`config.mk`:
```
export PLATFORM = sky130hd
export DESIGN_NAME = rrmux8_1_flat
export DESIGN_NICKNAME = d
export VERILOG_FILES = /design/src/rtl/rrmux8_1_if.sv /design/src/rtl/rrmux8_1.sv /design/src/flat_wrapper.sv
export SDC_FILE = /design/constraint.sdc
export NUM_CORES = 1
export LEC_CHECK = 0
export CAP_MARGIN = 20
export CORE_MARGIN = 1.5
export CORE_UTILIZATION = 40
export CTS_CLUSTER_SIZE = 30
export DETAILED_ROUTE_END_ITERATION = 6
export PLACE_DENSITY_LB_ADDON = 0.1
export SLEW_MARGIN = 15
export SYNTH_ARGS = -nofsm -noshare
export SYNTH_HDL_FRONTEND = slang
export SYNTH_SLANG_ARGS = --single-unit
```
`constraint.sdc`:
```
create_clock -name clk -period 6.7 [get_ports clk]
set_input_delay 1.34 -clock clk [delete_from_list [all_inputs] [get_ports clk]]
set_output_delay 1.34 -clock clk [all_outputs]
set_load 0.01 [all_outputs]
```
`src/rtl/rrmux8_1_if.sv`:
```
// rtl/rrmux8_1_if.sv - valid/ready bundle for the 8:1 round-robin mux
// The master modport is the mux itself. The slave modport is the environment that offers words and consumes the output.
interface rrmux8_1_if #(
    parameter int WIDTH = 8
) ();
    logic [7:0]         in_valid;
    logic [8*WIDTH-1:0] in_data;
    logic [7:0]         in_ready;
    logic               out_valid;
    logic               out_ready;
    logic [WIDTH-1:0]   out_data;
    logic [2:0]         out_sel;

    modport master (
        input  in_valid, in_data, out_ready,
        output in_ready, out_valid, out_data, out_sel
    );

    modport slave (
        output in_valid, in_data, out_ready,
        input  in_ready, out_valid, out_data, out_sel
    );
endinterface

```
`src/rtl/rrmux8_1.sv`:
```
// rtl/rrmux8_1.sv - 8:1 round-robin arbitrated mux with one output register stage
// Optional macro RRMUX_CNT_EN adds the 16-bit grant_cnt counter of accepted words.
module rrmux8_1 #(
    parameter int WIDTH = 8
) (
    input  logic          clk,
    input  logic          rst_n,
    rrmux8_1_if.master    bus
`ifdef RRMUX_CNT_EN
    ,
    output logic [15:0]   grant_cnt
`endif
);

    localparam logic [0:0] EMPTY = 1'b0;
    localparam logic [0:0] FULL  = 1'b1;

    logic [0:0]       state;
    logic [2:0]       ptr;
    logic [WIDTH-1:0] data_q;
    logic [2:0]       sel_q;

    logic             load;
    logic             found;
    logic [2:0]       win;
    logic [2:0]       idx;
    logic             xfer;

    assign load = (state == EMPTY) | bus.out_ready;

    // Search upward from ptr, modulo 8; the first valid channel wins.
    always_comb begin
        found = 1'b0;
        win   = 3'd0;
        idx   = 3'd0;
        for (int i = 0; i < 8; i++) begin
            idx = ptr + 3'(i);
            if (!found && bus.in_valid[idx]) begin
                found = 1'b1;
                win   = idx;
            end
        end
    end

    // rst_n gates the strobe so nothing is accepted while reset is held.
    assign xfer = rst_n & load & found;

    always_comb begin
        bus.in_ready = 8'h00;
        if (xfer) begin
            bus.in_ready = 8'h01 << win;
        end
    end

    assign bus.out_valid = (state == FULL);
    assign bus.out_data  = data_q;
    assign bus.out_sel   = sel_q;

    always_ff @(posedge clk or negedge rst_n) begin
        if (!rst_n) begin
            state  <= EMPTY;
            ptr    <= 3'd0;
            data_q <= '0;
            sel_q  <= 3'd0;
        end else if (xfer) begin
            state  <= FULL;
            ptr    <= win + 3'd1;
            data_q <= bus.in_data[win*WIDTH +: WIDTH];
            sel_q  <= win;
        end else if (load) begin
            state  <= EMPTY;
        end
    end

`ifdef RRMUX_CNT_EN
    always_ff @(posedge clk or negedge rst_n) begin
        if (!rst_n) begin
            grant_cnt <= 16'h0000;
        end else if (xfer) begin
            grant_cnt <= grant_cnt + 16'h0001;
        end
    end
`endif

endmodule
```
`src/flat_wrapper.sv`:
```
// flat-port wrapper written by rule: the top's interface ports become plain ports
module rrmux8_1_flat 
#(
    parameter int WIDTH = 8
)
  (clk, rst_n, bus_in_valid, bus_in_data, bus_out_ready, bus_in_ready, bus_out_valid, bus_out_data, bus_out_sel);
  rrmux8_1_if #(.WIDTH(WIDTH)) bus_i ();
  input  logic clk;
  input  logic rst_n;
  input wire logic [$bits(bus_i.in_valid)-1:0] bus_in_valid;
  input wire logic [$bits(bus_i.in_data)-1:0] bus_in_data;
  input wire logic [$bits(bus_i.out_ready)-1:0] bus_out_ready;
  output wire logic [$bits(bus_i.in_ready)-1:0] bus_in_ready;
  output wire logic [$bits(bus_i.out_valid)-1:0] bus_out_valid;
  output wire logic [$bits(bus_i.out_data)-1:0] bus_out_data;
  output wire logic [$bits(bus_i.out_sel)-1:0] bus_out_sel;
  assign bus_i.in_valid = bus_in_valid;
  assign bus_i.in_data = bus_in_data;
  assign bus_i.out_ready = bus_out_ready;
  assign bus_in_ready = bus_i.in_ready;
  assign bus_out_valid = bus_i.out_valid;
  assign bus_out_data = bus_i.out_data;
  assign bus_out_sel = bus_i.out_sel;
  rrmux8_1 #(.WIDTH(WIDTH)) u_core (.clk(clk), .rst_n(rst_n), .bus(bus_i));
endmodule
```
# Word-level counts from Yosys, hierarchy flattened
# Cells that the tools add are included.
# word_totals
n_memories,0
rom_bits,0
output_inout_bits,20
latchBits,0
mem_bits_rw,0
register_bits,15
# classes
multipliers,0
n_bitwise,4
add_sub_neg,8
n_eq_ne,0
n_reduce_logical,15
shifts,2
n_lt_le_gt_ge,8
n_mux,35
div,0
# op_table
op,n
indexed part select 64 x 7 -> 8 bit,1
< comparator 3 x 4 -> 1 bit (second input constant),8
binary-select mux 1 bit (select 3 bit),8
two-way mux 3 bit,8
two-way mux 1 bit,18
adder 3 bit (second input constant),4
two-way mux 8 bit,1
<< shifter 1 x 3 -> 8 bit (first input constant),1
logical AND 1 bit,7
zero test 1 bit,7
adder 3 x 1 -> 3 bit (second input constant),2
adder 3 x 2 -> 3 bit (second input constant),2
AND 1 bit,2
nonzero test 2 bit,1
NOT 1 bit,1
bitwise OR 1 bit,1

# Depth between registers and ports, before layout
# Gate-level depths: netlist (run 1).
# logic_depth
depth_word,26
depth_mapped,21

# Least setup slack after synthesis (run 1)
# No wires, ideal clock.
# synth_timing
path_type,flip-flop to output port
from,register u_core.ptr[0]
to,output port bus_in_ready[3]
required_ns,5.360
stages_incl_launch_ff,19
slack_ns,0.846
arrival_ns,4.514
path_buffers,8
cell_sequence,dfrtp_1 buf_4 inv_1 clkbuf_1 clkbuf_1 clkbuf_1 ha_1 buf_6 buf_12 mux2_4 mux4_2 nor4_2 nand3_1 nor2b_1 buf_6 buf_2 nand2_1 nand2_1 nor4_1
# synth_between
elab_chain_len,26
elab_cells_between_ends,56
classes_between,add/sub: 7; shift: 1; mux: 33; bitwise: 1; reduce/logical: 14
# synth_rtl
element,line,source
from (decl),rrmux8_1.sv:19,logic [2:0] ptr;
from (signal assigned),rrmux8_1.sv:67,ptr <= win + 3'd1;
branches (longest 25 deep; another with adder 3 x 1 -> 3 bit),n/a,
two-way mux 8 bit *,rrmux8_1.sv:50,if (xfer) begin
to (decl),flat_wrapper.sv:13,output wire logic [$bits(bus_i.in_ready)-1:0] bus_in_ready;
# Every way passes the cells marked *. The select of a mux whose other input is x is not followed.

# Final worst setup path (run 1)
# layout_timing
from,input port bus_in_valid[4]
to,output port bus_in_ready[5]
# layout_between
elab_chain_len,26
elab_cells_between_ends,49
classes_between,shift: 1; mux: 33; bitwise: 1; reduce/logical: 14
# layout_rtl
element,line,source
from (decl),flat_wrapper.sv:10,input wire logic [$bits(bus_i.in_valid)-1:0] bus_in_valid;
binary-select mux 1 bit (select 3 bit),rrmux8_1.sv:38,if (!found && bus.in_valid[idx]) begin
two-way mux 1 bit (not written as such),rrmux8_1.sv:38,
two-way mux 1 bit,rrmux8_1.sv:38,
zero test 1 bit,rrmux8_1.sv:38,
logical AND 1 bit,rrmux8_1.sv:38,
two-way mux 1 bit,rrmux8_1.sv:38,
zero test 1 bit,rrmux8_1.sv:38,
logical AND 1 bit,rrmux8_1.sv:38,
[10 not listed],n/a,
zero test 1 bit,rrmux8_1.sv:38,
logical AND 1 bit,rrmux8_1.sv:38,
two-way mux 1 bit,rrmux8_1.sv:38,
zero test 1 bit,rrmux8_1.sv:38,
logical AND 1 bit,rrmux8_1.sv:38,
two-way mux 3 bit or two-way mux 1 bit (tied branches),rrmux8_1.sv:38,
<< shifter 1 x 3 -> 8 bit or AND 1 bit (tied branches),"rrmux8_1.sv:51, rrmux8_1.sv:46",
two-way mux 8 bit *,rrmux8_1.sv:50,
# Mark *: on every way between the ends. The rest lies on a longest branch, timed or not. The select of a mux whose other input is x is not followed.

==> results of run 1 <==
## sequential cells by signal (all words and copies together), names as in the netlist
name and count:
u_core.bus.out_sel 3, u_core.bus.out_valid 1, u_core.ptr 3, u_core.bus.out_data 8
## critical path, cell delays in order
cell and delay [ps]:
clkdlybuf4s50_1 580, mux4_1 560, nor4_1 290, a311o_1 260, nand3_2 160, o32a_1 380
o211ai_2 200, and3b_1 470, nor2b_1 180, clkdlybuf4s50_1 550
## area by class of cell
type                    instances  area share, %
repair buffers                104           24.3
multi-input cells             293           61.9
flip-flops and latches         15           9.00
clock buffers                   4           1.08
well taps                     102           3.05
inverters                       8          0.718
## routing by layer
| metal | vias up | track usage, % |
|---|---|---|
| met5 | - | 0 |
| met2 | 111 | 32.5 |
| li1 | 1500 | - |
| met1 | 1519 | 31.4 |
| met3 | 4 | 2.79 |
| met4 | 0 | 3.46 |
## power breakdown
part	internal [W]	switching (W)
logic	0.00113	0.00127
registers	0.000136	0.0000433
clock network	0.0000421	0.0000322
## stage by stage
| stage | area [um2] | power [W] |
|---|---|---|
| final | 4180 | 0.00265 |
| after global placement | 4140 | 0.00257 |
| after detailed placement | 4140 | 0.00257 |
| after CTS | 4180 | 0.00265 |
| after floorplan | 3210 | 0.00217 |
| after global routing | 4180 | 0.00287 |
## path summary, 6_finish.rpt
| check | start | to | cells after the start |
|---|---|---|---|
| max | bus_in_valid[4] | bus_in_ready[5] | 10 |
| min | u_core.bus.out_sel[0] | u_core.bus.out_sel[0] | 1 |
| max reg2reg | u_core.ptr[0] | u_core.bus.out_data[7] | 13 |
| min reg2reg | u_core.bus.out_sel[0] | u_core.bus.out_sel[0] | 1 |
| max in group asynchronous | rst_n | u_core.ptr[0] | 2 |
| min in group asynchronous | rst_n | u_core.bus.out_data[7] | 2 |
## cells in the final DEF (no fill, tap or decap), types with 6 or more instances in the layout
cell type and instances:
or3_1 16, inv_1 8, dfrtp_1 14, o31ai_1 8, mux2_2 6, a22o_1 8
nand4_1 8, buf_4 10, a221o_1 8, mux4_2 18, nand2_1 24, clkdlybuf4s50_1 94
a221oi_1 10, mux2i_1 64, and2_1 9, nor2_1 35, mux2_4 9, o22ai_2 7
## kinds of logic (layout without fill, tap and decap cells)
kind of cell / count (synthesis) / after routing
flip-flops: 15 / 15
AO/OA/AOI/OAI: 66 / 66
multiplexers: 103 / 103
buffers and inverters: 43 / 116
adder cells (fa/ha/maj): 3 / 3
AND/OR/NAND/NOR: 117 / 117
XOR/XNOR: 4 / 4
==> results.sh, run 1 <==
export IMPL_fin_tns_setup_ps=0
export IMPL_yosysMostFrequentCell="mux2i_1"
export IMPL_cts_buffers=3
export IMPL_yosysSeqAreaShare_pct=11.7
export IMPL_cts_root_buf="clkbuf_8"
export IMPL_die_w_um=92.6
export IMPL_synth_compound_area_share_pct=17.7
export IMPL_wl_met1_mm=4.35
export IMPL_dieHeight_um=92.6
export IMPL_period_minus_slack_ps=6310
export IMPL_setup_ws_ps=389
export IMPL_grt_pass1_wl_mm=14.6
export IMPL_rsz0062_at_grt="false"
export IMPL_via_count=3134
export IMPL_core_area_um2=7770
export IMPL_final_util_pct=53.8
export IMPL_hold_slack_ps=485
export IMPL_cp_required_ps=5360
export IMPL_worstPathArrival_ps=4970
export IMPL_dpl_hpwl_mm=6.70
export IMPL_skew_ps=2.56
export IMPL_min_period_over_period_pct=94.2
export IMPL_worstMarginPinSlew_ps=756
export IMPL_num_fill_cells=714
export IMPL_wl_mm=9.08
export IMPL_startpoint_type="primary input"
export IMPL_layout_drive_gt1_share_pct=14.9
export IMPL_grt_ovfl_total=0
export IMPL_synth_net_count=429
export IMPL_finalNonFillerCells=526
export IMPL_dr_pass1_iters=4
export IMPL_clock_sinks=15
export IMPL_routed_top_layer="met4"
export IMPL_hold_viol=0
export IMPL_synth_cells=351
export IMPL_fmax_mhz=158
export IMPL_hold_class="reg2reg"
export IMPL_drt_iter0_drc=231
export IMPL_grt_pass1_vias=2914
export IMPL_cts_resized=0
export IMPL_dp_cells=522
export IMPL_dieArea_um2=8570
export IMPL_reg2reg_slack_ps=2510
export IMPL_synth_ff_type="dfrtp_1"
export IMPL_synth_area_per_cell_um2=9.15
export IMPL_synth_top_area_cell="mux2i_1"
export IMPL_dp_slack_ps=421
export IMPL_synth_cell_types=59
export IMPL_setup_viol=0
export IMPL_max_cap_violations=0
export IMPL_antenna_found_initial=0
export IMPL_grt_max_degree=48
export IMPL_syn_cell_area_um2=3210
export IMPL_synth_top_family_by_area="multiplexers"
export IMPL_io_buffer_count=94
export IMPL_critPathMaxFanout=11
export IMPL_wl_per_cell_um=17.3
export IMPL_antenna_cells=0
export IMPL_synthAdderAreaFrac_pct=1.17
export IMPL_syn_to_final_growth_pct=30.3
export IMPL_muxShareOfSynthArea_pct=41.5
export IMPL_ios=95
export IMPL_synth_simple_area_share_pct=18.6
export IMPL_met3_wirelength_um=494
export IMPL_synth_seq_cells=15
export IMPL_p_leak_nw=1.70
export IMPL_cts_hold_buf=0
export IMPL_cp_end_kind="output port"
export IMPL_cts_tree="built"
export IMPL_clock_latency_ps=250
export IMPL_synth_top_cells_by_area="mux2i_1, mux4_2, dfrtp_1, mux2_4, nor2_1"
export IMPL_drc_errors=0
export IMPL_multi_input_area_um2=2590
export IMPL_grt_use_total_pct=21.0
export IMPL_viasPerCell=5.96
export IMPL_finalMaxSlewViolations=0
export IMPL_max_vdd_ir_drop_mv=0.588
export IMPL_synth_edff_count=0
export IMPL_synthTopCellsByCount="mux2i_1, nor2_1, nand2_1"
export IMPL_cts_htree_levels=1
export IMPL_crit_type="in2out"
export IMPL_postSynth_asyncResetShare_pct=100
export IMPL_final_nets=503
export IMPL_clockBufferDepth=2
export IMPL_synth_top_area_share_pct=20.0
export IMPL_seq_area_um2=377
export IMPL_power_density_nw_per_um2=634
export IMPL_clk_pin_slew_ps=60
export IMPL_slew_headroom_pct=49.4
export IMPL_ys_warn_count=0
export IMPL_post_cts_buffers=0
export IMPL_synth_xor_area_share_pct=1.33
export IMPL_wl_met2_mm=4.19
export IMPL_outcome="completed"
export IMPL_gp_congestion=0.899
export IMPL_start_util_pct=41.3
export IMPL_fp_row_count=32
export IMPL_detail_route_antenna_nets=0
(Power assumes the default switching activity.)
==> run 2: changes to the inputs <==
--- a/config.mk
+++ b/config.mk
@@ -6,11 +6,13 @@
 export NUM_CORES = 1
 export LEC_CHECK = 0
 export CAP_MARGIN = 20
+export CORE_ASPECT_RATIO = 0.7
 export CORE_MARGIN = 1.5
 export CORE_UTILIZATION = 40
 export CTS_CLUSTER_SIZE = 30
 export DETAILED_ROUTE_END_ITERATION = 6
 export PLACE_DENSITY_LB_ADDON = 0.1
+export RECOVER_POWER = 50
 export SLEW_MARGIN = 15
 export SYNTH_ARGS = -nofsm -noshare
 export SYNTH_HDL_FRONTEND = slang
==> results.sh, run 2 (same netlist as run 1, synthesis figures left out) <==
export IMPL_clockBufferDepth=2
export IMPL_final_nets=504
export IMPL_p_leak_nw=1.73
export IMPL_setup_viol=0
export IMPL_period_minus_slack_ps=6220
export IMPL_wl_mm=9.42
export IMPL_cp_required_ps=5360
export IMPL_grt_pass1_vias=2831
export IMPL_hold_class="reg2reg"
export IMPL_wl_per_cell_um=17.9
export IMPL_antenna_cells=0
export IMPL_layout_drive_gt1_share_pct=15.1
export IMPL_cts_tree="built"
export IMPL_crit_type="in2out"
export IMPL_slew_headroom_pct=41.7
export IMPL_worstMarginPinSlew_ps=875
export IMPL_crit_chain="clkdlybuf4s50_1 > mux4_1 > nor4_1 > a311o_1 > nand3_2 > o21ai_1 > nand2b_1 > and3b_1 > buf_4 > and2_1 > clkdlybuf4s50_1"
export IMPL_clock_latency_ps=240
export IMPL_dieArea_um2=8580
export IMPL_core_area_um2=7840
export IMPL_dr_pass1_iters=5
export IMPL_worstPathArrival_ps=4880
export IMPL_final_util_pct=53.8
export IMPL_cp_depth=11
export IMPL_io_buffer_count=94
export IMPL_grt_pass1_wl_mm=14.5
export IMPL_gp_congestion=0.932
export IMPL_rsz0062_at_grt="false"
export IMPL_start_util_pct=41.0
export IMPL_critPathMaxFanout=12
export IMPL_die_w_um=110
export IMPL_finalMaxSlewViolations=0
export IMPL_crit_path_end="bus_in_ready[4]"
export IMPL_grt_ovfl_total=0
export IMPL_hold_viol=0
export IMPL_worstRegToRegCells=12
export IMPL_antenna_found_initial=0
export IMPL_final_common_cell="clkdlybuf4s50_1"
export IMPL_drt_iter0_drc=321
export IMPL_max_stage_delay_ps=590
export IMPL_outcome="completed"
export IMPL_largest_reg_flops=8
export IMPL_r2r_end="u_core.bus.out_data[4]"
export IMPL_critPathTopFamily="simple AND/OR/NAND/NOR gates"
export IMPL_via_count=3178
export IMPL_viasPerCell=6.04
export IMPL_critPathLaunch="bus_in_valid[0]"
export IMPL_fmax_mhz=161
export IMPL_grt_use_total_pct=21.3
export IMPL_clk_pin_slew_ps=50
export IMPL_grt_max_degree=48
export IMPL_post_cts_buffers=0
export IMPL_cts_buffers=3
export IMPL_slowest_stage="clkdlybuf4s50_1"
export IMPL_cp_end_kind="output port"
export IMPL_max_vdd_ir_drop_mv=0.557
export IMPL_cts_hold_buf=0
export IMPL_dpl_hpwl_mm=6.99
export IMPL_clock_sinks=15
export IMPL_detail_route_antenna_nets=0
export IMPL_power_density_nw_per_um2=645
export IMPL_reg2reg_slack_ps=2520
export IMPL_syn_to_final_growth_pct=31.4
export IMPL_path_common_cell="clkdlybuf4s50_1"
export IMPL_worstReg2RegStart="u_core.ptr[1]"
export IMPL_cts_resized=0
export IMPL_ios=95
export IMPL_final_cell_mix="clkdlybuf4s50_1, mux2i_1, nor2_1, nand2_1, mux4_2"
export IMPL_critPathBufInv=3
export IMPL_min_period_over_period_pct=92.9
export IMPL_drc_errors=0
export IMPL_cts_htree_levels=1
export IMPL_max_cap_violations=0
export IMPL_dieHeight_um=78.0
export IMPL_fp_row_count=27
export IMPL_power_total_w=0.00272
export IMPL_cts_root_buf="clkbuf_16"
export IMPL_startpoint_type="primary input"
export IMPL_fin_tns_setup_ps=0
export IMPL_skew_ps=1.79
## run 2: changes by cell type in the layout (fill, tap and decap cells not counted)
cell             before  now
clkdlybuf4s50_1      94   83
dlygate4sd3_1         0   11
clkbuf_16             0    3
clkbuf_8              3    0
clkinv_2              0    1
## run 2: metrics by stage
| step | cells | hold slack (ps) | instance area (um2) | worst slack [ps] |
|---|---|---|---|---|
| global placement | 522 | 486 | 4140 | 644 |
| global route | 526 | 515 | 4220 | 298 |
| floorplan | 351 | 516 | 3210 | 846 |
| finish | 526 | 489 | 4220 | 476 |
| CTS | 526 | 496 | 4220 | 548 |
| detailed placement | 522 | 471 | 4140 | 584 |
## run 2: cell type report
class	instances	area, um2
timing repair buffer	105	1020
fill	726	3620
inverter	8	30.0
clock buffer	3	75.1
multi-input combinational	293	2590
clock inverter	1	5.00
sequential	15	377
tap	101	126
## run 2: worst min-delay path by stage
stage	from	endpoint	slack, ps	cells past startpoint
2_1_floorplan	u_core.bus.out_sel[1]	u_core.bus.out_sel[1]	520	2
3_5_place_dp	u_core.bus.out_sel[0]	u_core.bus.out_sel[0]	470	1
4_1_cts	u_core.bus.out_sel[0]	u_core.bus.out_sel[0]	500	1
5_1_grt	u_core.bus.out_sel[0]	u_core.bus.out_sel[0]	510	1
3_3_place_gp	u_core.bus.out_sel[0]	u_core.bus.out_sel[0]	490	1
6_report	u_core.bus.out_sel[0]	u_core.bus.out_sel[0]	490	1
## run 2: metal layers
layer	track usage, %	share of wire, %
met5	0	0
met2	28.9	41
met3	5.04	8.8
met1	34.4	49
met4	1.95	0.75
## run 2: power by group
| part | internal [W] | switching (W) |
|---|---|---|
| registers | 0.000136 | 0.0000433 |
| clock network | 0.0000797 | 0.0000364 |
| logic | 0.00112 | 0.00130 |
| total | 0.00134 | 0.00138 |
==> run 3: changes to the inputs <==
--- a/config.mk
+++ b/config.mk
@@ -5,6 +5,7 @@
 export SDC_FILE = /design/constraint.sdc
 export NUM_CORES = 1
 export LEC_CHECK = 0
+export ABC_CLOCK_PERIOD_IN_PS = 6700
 export CAP_MARGIN = 20
 export CORE_ASPECT_RATIO = 0.7
 export CORE_MARGIN = 1.5
==> constraint.sdc (replaced) <==
create_clock -name clk -period 6.7 [get_ports clk]
set_input_delay 0.67 -clock clk [delete_from_list [all_inputs] [get_ports clk]]
set_output_delay 0.67 -clock clk [all_outputs]
set_load 0.01 [all_outputs]
==> results.sh, run 3 (same netlist as run 1, synthesis figures left out) <==
export IMPL_grt_use_total_pct=21.4
export IMPL_crit_type="reg2out"
export IMPL_power_density_nw_per_um2=642
export IMPL_grt_max_degree=42
export IMPL_gp_congestion=0.846
export IMPL_cts_root_buf="clkbuf_16"
export IMPL_final_nets=500
export IMPL_cp_end_kind="output port"
export IMPL_antenna_cells=0
export IMPL_worstRegToRegCells=11
export IMPL_wl_per_cell_um=17.7
export IMPL_hold_viol=0
export IMPL_r2r_end="u_core.bus.out_data[1]"
export IMPL_via_count=3133
export IMPL_dr_pass1_iters=4
export IMPL_start_util_pct=41.0
export IMPL_outcome="completed"
export IMPL_min_period_over_period_pct=86.8
export IMPL_dieHeight_um=78.0
export IMPL_grt_pass1_vias=2916
export IMPL_cts_hold_buf=0
export IMPL_holdPathStages=1
export IMPL_worstMarginPinSlew_ps=1000
export IMPL_layout_drive_gt1_share_pct=14.3
export IMPL_clockBufferDepth=2
export IMPL_startpoint_type="flop"
export IMPL_fmax_mhz=172
export IMPL_worstHoldStart="u_core.bus.out_sel[0]"
export IMPL_power_total_w=0.00270
export IMPL_wl_mm=9.23
export IMPL_cts_resized=0
export IMPL_setup_viol=0
export IMPL_cts_buffers=3
export IMPL_clk_pin_slew_ps=50
export IMPL_period_minus_slack_ps=5810
export IMPL_viasPerCell=6.00
export IMPL_post_cts_buffers=0
export IMPL_rsz0062_at_grt="false"
export IMPL_dp_cells=518
export IMPL_io_buffer_count=94
export IMPL_num_fill_cells=742
export IMPL_cts_htree_levels=1
export IMPL_worstPathArrival_ps=5140
export IMPL_cp_required_ps=6030
export IMPL_p_leak_nw=1.72
export IMPL_hold_slack_ps=486
export IMPL_die_w_um=110
export IMPL_dpl_hpwl_mm=6.99
export IMPL_cts_tree="built"
export IMPL_largest_reg_flops=8
export IMPL_clock_sinks=15
export IMPL_slew_headroom_pct=33.1
export IMPL_fin_tns_setup_ps=0
export IMPL_fp_row_count=27
export IMPL_detail_route_antenna_nets=0
export IMPL_worstReg2RegStart="u_core.ptr[0]"
export IMPL_critPathMaxFanout=41
export IMPL_max_vdd_ir_drop_mv=0.414
export IMPL_antenna_found_initial=0
export IMPL_core_area_um2=7840
export IMPL_critPathLaunch="u_core.ptr[0]"
export IMPL_reg2reg_slack_ps=1970
export IMPL_final_cell_mix="clkdlybuf4s50_1, mux2i_1, nor2_1, nand2_1, mux4_2"
export IMPL_syn_to_final_growth_pct=31.0
export IMPL_drt_iter0_drc=285
export IMPL_ios=95
export IMPL_grt_ovfl_total=0
export IMPL_finalMaxSlewViolations=0
export IMPL_dieArea_um2=8580
export IMPL_grt_pass1_wl_mm=14.6
export IMPL_skew_ps=1.25
export IMPL_hold_class="reg2reg"
export IMPL_final_common_cell="clkdlybuf4s50_1"
export IMPL_finalNonFillerCells=522
export IMPL_clock_latency_ps=240
export IMPL_whs_endpoint="u_core.bus.out_sel[0]"
export IMPL_drc_errors=0
export IMPL_max_cap_violations=0
==> run 3: how the worst max path moves through the flow <==
stage,to,cells past startpoint,slack [ps]
after floorplan,bus_in_ready[3],18,1520
after global placement,bus_in_ready[6],12,1180
after detailed placement,bus_in_ready[7],14,1110
after CTS,bus_in_ready[7],14,840
after global routing,bus_in_ready[7],14,480
final,bus_in_ready[7],14,890
==> run 3: power by group <==
part	total, W	internal, W	switching (W)
Combinational	0.00240	0.00113	0.00127
Sequential	0.000184	0.000137	0.0000475
Clock	0.000114	0.0000804	0.0000339
Total	0.00270	0.00135	0.00135
==> run 3: metrics by stage <==
step	setup slack (ps)	area (um2)	util, %
floorplan	1520	3210	-
global placement	1180	4110	52.4
detailed placement	1110	4130	52.7
CTS	841	4210	53.7
global route	477	4210	53.7
finish	887	4210	53.7
==> run 3: routing by layer <==
| layer | GRT usage [%] | up-vias | routed length (um) |
|---|---|---|---|
| met1 | 32.3 | 1523 | 4330 |
| met2 | 31.7 | 109 | 4090 |
| met5 | 0 | - | 0 |
| met4 | 2.21 | 0 | 48 |
| li1 | - | 1497 | - |
| met3 | 4.62 | 4 | 751 |
==> run 3: worst max-delay path, stage by stage, from the launching register on <==
cell and delay (ps):
dfrtp_2 640, inv_1 110, ha_1 810, mux4_2 640, a21oi_1 220, a311o_1 310, nand3_2 170, o22a_2 610
nand2_1 190, nand2_1 200, nor2_1 150, ha_1 150, inv_1 40, nor2_1 90, clkdlybuf4s50_1 550
==> run 3: final cells by class <==
type | instances | area (um2) | area share, %
Tap cell | 101 | 126 | 3.01
Clock buffer | 4 | 78.8 | 1.87
Timing Repair Buffer | 101 | 1010 | 23.9
Sequential cell | 15 | 377 | 8.96
Inverter | 8 | 30.0 | 0.714
Multi-Input combinational cell | 293 | 2590 | 61.5
